--- src/rtl/guess_sweep_sched.sv ---
// Sweep controller for the CM-bus guessing protocol: issues one candidate
// byte per frame, times the MCU reply, retries on timeout and keeps the
// slowest-answered guess as the timing leak.
module guess_sweep_sched #(
  parameter logic [7:0] GUESS_FIRST = 8'h06,
  parameter logic [7:0] GUESS_LAST  = 8'hFF,
  parameter int         LAT_W       = 24,
  parameter int         TIMEOUT_CYC = 5_000_000,
  parameter int         MAX_RETRY   = 2
) (
  input  logic             CLK_50,
  input  logic             SW,
  input  logic             start,
  output logic             tx_req,
  output logic [7:0]       tx_byte,
  input  logic             tx_ack,
  input  logic             rx_valid,
  input  logic             rx_yes,
  output logic             busy,
  output logic             done,
  output logic             found,
  output logic [7:0]       found_byte,
  output logic [7:0]       best_byte,
  output logic [LAT_W-1:0] best_lat,
  output logic [LAT_W-1:0] cur_lat,
  output logic             timeout_err
);

  localparam int RW = (MAX_RETRY < 1) ? 1 : $clog2(MAX_RETRY + 1);

  typedef enum logic [2:0] {IDLE, ISSUE, WAIT_ACK, MEASURE, EVAL, FINISH} state_t;

  state_t           state_q, state_d;
  logic [7:0]       tx_byte_q, tx_byte_d;
  logic [7:0]       found_byte_q, found_byte_d;
  logic [7:0]       best_byte_q, best_byte_d;
  logic [LAT_W-1:0] cnt_q, cnt_d;
  logic [LAT_W-1:0] cur_lat_q, cur_lat_d;
  logic [LAT_W-1:0] best_lat_q, best_lat_d;
  logic [RW-1:0]    retry_q, retry_d;
  logic             found_q, found_d;
  logic             terr_q, terr_d;
  logic             busy_q, busy_d;
  logic             yes_q, yes_d;
  logic             skip_q, skip_d;
  logic [LAT_W-1:0] cnt_inc;

  // State and datapath registers with synchronous reset
  always_ff @(posedge CLK_50) begin
    if (SW) begin
      state_q      <= IDLE;
      tx_byte_q    <= GUESS_FIRST;
      found_byte_q <= GUESS_FIRST;
      best_byte_q  <= GUESS_FIRST;
      cnt_q        <= '0;
      cur_lat_q    <= '0;
      best_lat_q   <= '0;
      retry_q      <= '0;
      found_q      <= 1'b0;
      terr_q       <= 1'b0;
      busy_q       <= 1'b0;
      yes_q        <= 1'b0;
      skip_q       <= 1'b0;
    end else begin
      state_q      <= state_d;
      tx_byte_q    <= tx_byte_d;
      found_byte_q <= found_byte_d;
      best_byte_q  <= best_byte_d;
      cnt_q        <= cnt_d;
      cur_lat_q    <= cur_lat_d;
      best_lat_q   <= best_lat_d;
      retry_q      <= retry_d;
      found_q      <= found_d;
      terr_q       <= terr_d;
      busy_q       <= busy_d;
      yes_q        <= yes_d;
      skip_q       <= skip_d;
    end
  end

  // Next-state and datapath update logic
  always_comb begin
    state_d      = state_q;
    tx_byte_d    = tx_byte_q;
    found_byte_d = found_byte_q;
    best_byte_d  = best_byte_q;
    cnt_d        = cnt_q;
    cur_lat_d    = cur_lat_q;
    best_lat_d   = best_lat_q;
    retry_d      = retry_q;
    found_d      = found_q;
    terr_d       = terr_q;
    busy_d       = busy_q;
    yes_d        = yes_q;
    skip_d       = skip_q;
    // cnt_q+1 is the latency as of the current edge, so a reply sampled k
    // edges after tx_ack reads as k
    cnt_inc      = (cnt_q == '1) ? cnt_q : cnt_q + 1'b1;

    case (state_q)
      IDLE: begin
        if (start) begin
          state_d     = ISSUE;
          tx_byte_d   = GUESS_FIRST;
          best_lat_d  = '0;
          best_byte_d = GUESS_FIRST;
          found_d     = 1'b0;
          terr_d      = 1'b0;
          retry_d     = '0;
          busy_d      = 1'b1;
          skip_d      = 1'b0;
        end
      end
      ISSUE: state_d = WAIT_ACK;
      WAIT_ACK: begin
        if (tx_ack) begin
          cnt_d   = '0;
          state_d = MEASURE;
        end
      end
      MEASURE: begin
        cnt_d = cnt_inc;
        if (rx_valid) begin
          cur_lat_d = cnt_inc;
          yes_d     = rx_yes;
          skip_d    = 1'b0;
          state_d   = EVAL;
        end else if (cnt_inc >= LAT_W'(TIMEOUT_CYC)) begin
          if (retry_q < RW'(MAX_RETRY)) begin
            retry_d = retry_q + 1'b1;
            state_d = ISSUE;
          end else begin
            terr_d  = 1'b1;
            retry_d = '0;
            yes_d   = 1'b0;
            skip_d  = 1'b1;
            state_d = EVAL;
          end
        end
      end
      EVAL: begin
        if (!skip_q && (cur_lat_q > best_lat_q)) begin
          best_lat_d  = cur_lat_q;
          best_byte_d = tx_byte_q;
        end
        if (yes_q && !skip_q) begin
          found_d      = 1'b1;
          found_byte_d = tx_byte_q;
          state_d      = FINISH;
        end else if (tx_byte_q == GUESS_LAST) begin
          state_d = FINISH;
        end else begin
          tx_byte_d = tx_byte_q + 1'b1;
          retry_d   = '0;
          state_d   = ISSUE;
        end
      end
      FINISH: begin
        busy_d  = 1'b0;
        state_d = IDLE;
      end
      default: state_d = IDLE;
    endcase
  end

  assign tx_req      = (state_q == WAIT_ACK);
  assign done        = (state_q == FINISH);
  assign tx_byte     = tx_byte_q;
  assign busy        = busy_q;
  assign found       = found_q;
  assign found_byte  = found_byte_q;
  assign best_byte   = best_byte_q;
  assign best_lat    = best_lat_q;
  assign cur_lat     = cur_lat_q;
  assign timeout_err = terr_q;

endmodule

--- config.mk ---
export PLATFORM = sky130hd
export DESIGN_NAME = guess_sweep_sched
export DESIGN_NICKNAME = d
export VERILOG_FILES = /design/src/rtl/guess_sweep_sched.sv
export SDC_FILE = /design/constraint.sdc
export NUM_CORES = 1
export LEC_CHECK = 0
export CAP_MARGIN = 0
export CORE_UTILIZATION = 45
export CTS_BUF_LIST = sky130_fd_sc_hd__clkbuf_2 sky130_fd_sc_hd__clkbuf_4 sky130_fd_sc_hd__clkbuf_8
export DETAILED_ROUTE_END_ITERATION = 10
export PLACE_DENSITY = 0.74
export SLEW_MARGIN = 25
export SYNTH_ARGS = -nofsm -noshare
export SYNTH_HDL_FRONTEND = slang
export SYNTH_SLANG_ARGS = --single-unit
--- constraint.sdc ---
create_clock -name CLK_50 -period 2.9 [get_ports CLK_50]
set_input_delay 0.87 -clock CLK_50 [delete_from_list [all_inputs] [get_ports CLK_50]]
set_output_delay 0.87 -clock CLK_50 [all_outputs]
set_load 0.005 [all_outputs]
==> reports/qor.yml <==
outcome: "completed"
die_area_um2: 13400
slowest_stage: "a2111oi_4"
synth_fp_nets: 742
grt_overflow: 0
synthesis.instances: 710
p_per_area_nw_per_um2: 372
holdCritStartpoint: "found"
finalHoldViolations: 0
fmax_mhz: 352
reg2reg_to: "state_q[2]"
numCtsBuffers: 9
drt_pass1_iterations: 4
worst_setup_path_end_kind: "flop"
cts_hold_buf: 0
area_growth_pct: 29.1
hold_path.class: "flop to flop"
synth_top_area_share_pct: 36.6
synth_commonest_cells: "dfxtp_1 (106), nor2_1 (96), nand2_1 (78), a21oi_1 (43), mux2i_1 (43)"
rows: 41
diodes: 0
ys_top_cells_by_area: "dfxtp_1 (37%), mux2i_1 (7.4%), nor2_1 (6.2%), ha_1 (5.6%), nand2_1 (5.0%)"
initial_core_util_pct: 46.0
grt_pass1_vias: 5265
hold_ws_ps: 464
fin_crit_ps: 2840
worst-path-max-fanout: 9
antenna_found_initial: 0
synth_edf_count: 0
fin_skew_ps: 9.88
numPortBuffers: 82
timing.rr.start: "cnt_q[21]"
yosys_most_used_dff: "dfxtp_1"
drv_slew: 0
setup_viol: 0
syn_area_um2: 5800
setup_tns_ps: 0
critical_path.max_stage_delay_ps: 500
routedWlPerCell_um: 16.6
ys_types: 62
hold_depth: 2
postLayoutCoreUtil_pct: 59.4
min_to: "found"
relSlewSlack_pct: 57.7
fin_crit_sh_pct: 98.0
syn_avg_cell_area_um2: 8.17
ys_warn_count: 0
io-pin-count: 83
place_hpwl_um: 12100
final_antenna_net_count: 0
grt_usage_pct: 24.8
cts_buffer_depth: 2
synth_top_area_cell: "dfxtp_1"
gp_congestion: 0.979
synth.most_common_cell: "dfxtp_1"
cts_root_buf: "clkbuf_8"
ys_seq_area_share_pct: 36.6
critPathArrivalTime_ps: 3130
viasPerCell: 5.57
nFillCells: 1122
tightestPinTransition_ps: 632
drive_gt1_share_pct: 13.8
cap_violations: 0
cts_tree: "yes"
crit_required_ps: 3180
num_vias: 5549
synth-seq-cells: 106
fp.dieW_um: 116
drc: 0
reg2reg_slack_ps: 60
power_leakage_nw: 2.95
cts_max_level: 3
grt_max_degree: 59
placed_cell_area_um2: 7100
die_h_um: 116
path_cells: "nand4_1, nor2_1, buf_4, nand2_2, a211oi_2, o211ai_1, a2111oi_4, nor3_2, o31a_1"
rr_worst_depth: 9
crit_path_start_kind: "flop"
core_um2: 12600
finalPower_mw: 2.79
clkTransAtPathRegs_ps: 110
final_cell_area_um2: 7490
rsz0062_at_grt: "yes"
clk_latency_ps: 380
cts.sinks: 106
drt_iter0_markers: 381
grt_pass1_wl_um: 26100
ir_drop_uv: 218
synthArstFlopShare_pct: 0
num-nets-final: 851
drt-total-wl_um: 16600
path_class: "flop to flop"
placed cells by master, fill, tap and decap left out, drive strengths merged, types with 17 or more instances in the layout:
cell           instances
nand2                 79
inv                   35
clkdlybuf4s50         81
o21ai                 27
nor2                  96
nor3                  18
mux2i                 43
buf                   61
dfxtp                106
a21oi                 44
a211oi                17
ha                    26
nand2b                30
nand4                 21
area by class of cell:
cell class	count	area (um2)	share of cell area [%]
Timing Repair Buffer	143	1340	17.9
Tap cell	172	215	2.87
Sequential cell	106	2140	28.5
Inverter	32	120	1.60
Multi-Input combinational cell	527	3440	46.0
Clock inverter	7	108	1.44
Clock buffer	9	124	1.65
metrics by stage:
stage	instances	worst slack [ps]
2_1_floorplan	710	15.4
3_3_place_gp	972	64.9
3_5_place_dp	972	-26.0
4_1_cts	989	4.31
5_1_grt	996	-43.2
6_report	996	57.1
worst max path at each step:
stage | start | to | slack [ps] | cells after the start
final | cnt_q[21] | state_q[2] | 60 | 9
after global routing | cnt_q[0] | state_q[2] | -40 | 12
after CTS | cnt_q[7] | state_q[2] | 4 | 11
after detailed placement | cnt_q[1] | yes_q | -30 | 10
after global placement | cnt_q[1] | state_q[2] | 60 | 9
after floorplan | cnt_q[4] | state_q[2] | 20 | 10
per-layer routing:
layer / vias up / GRT usage (%) / routed length (um)
met5: - / 0 / 0
met4: 0 / 10.7 / 449
met3: 36 / 3.71 / 759
met2: 164 / 40.5 / 7740
met1: 2640 / 32.7 / 7610
li1: 2709 / - / -
what timing repair did:
action / 4_1_cts / 5_1_grt
gates resized for setup: 5 / 20
cloned: 0 / 2
endpoints found under the setup margin: 6 / 39
buffers inserted: 1 / 5
pin swaps: 2 / 8
power by group:
group          internal (mW)  leakage, nW  switching, mW  total, mW
combinational          0.101         1.98          0.136      0.236
sequential              1.47        0.860         0.0251       1.49
clock                  0.503        0.114          0.557       1.06
sequential cells by signal (all words and copies together), names as in the netlist:
signal and count:
busy 1, yes_q 1, skip_q 1, best_byte 8
found_byte 8, cnt_q 24, found 1, best_lat 24
timeout_err 1, tx_byte 8, cur_lat 24, state_q 3
retry_q 2
cells by family after synthesis:
family / after synthesis / synth area share, %
AO/OA/AOI/OAI: 143 / 16.8
XOR/XNOR: 22 / 3.45
adder cells (fa/ha/maj): 26 / 5.61
buffers and inverters: 77 / 5.37
flip-flops: 106 / 36.6
multiplexers: 43 / 7.42
AND/OR/NAND/NOR: 293 / 24.8
worst max-delay path, delay by kind of cell (launching register included):
kind,cells,cell delay (ps)
flops,1,480
buf+inv,1,190
simple gates,4,740
compound gates,4,1320
Power figures use the tool's default switching activity.
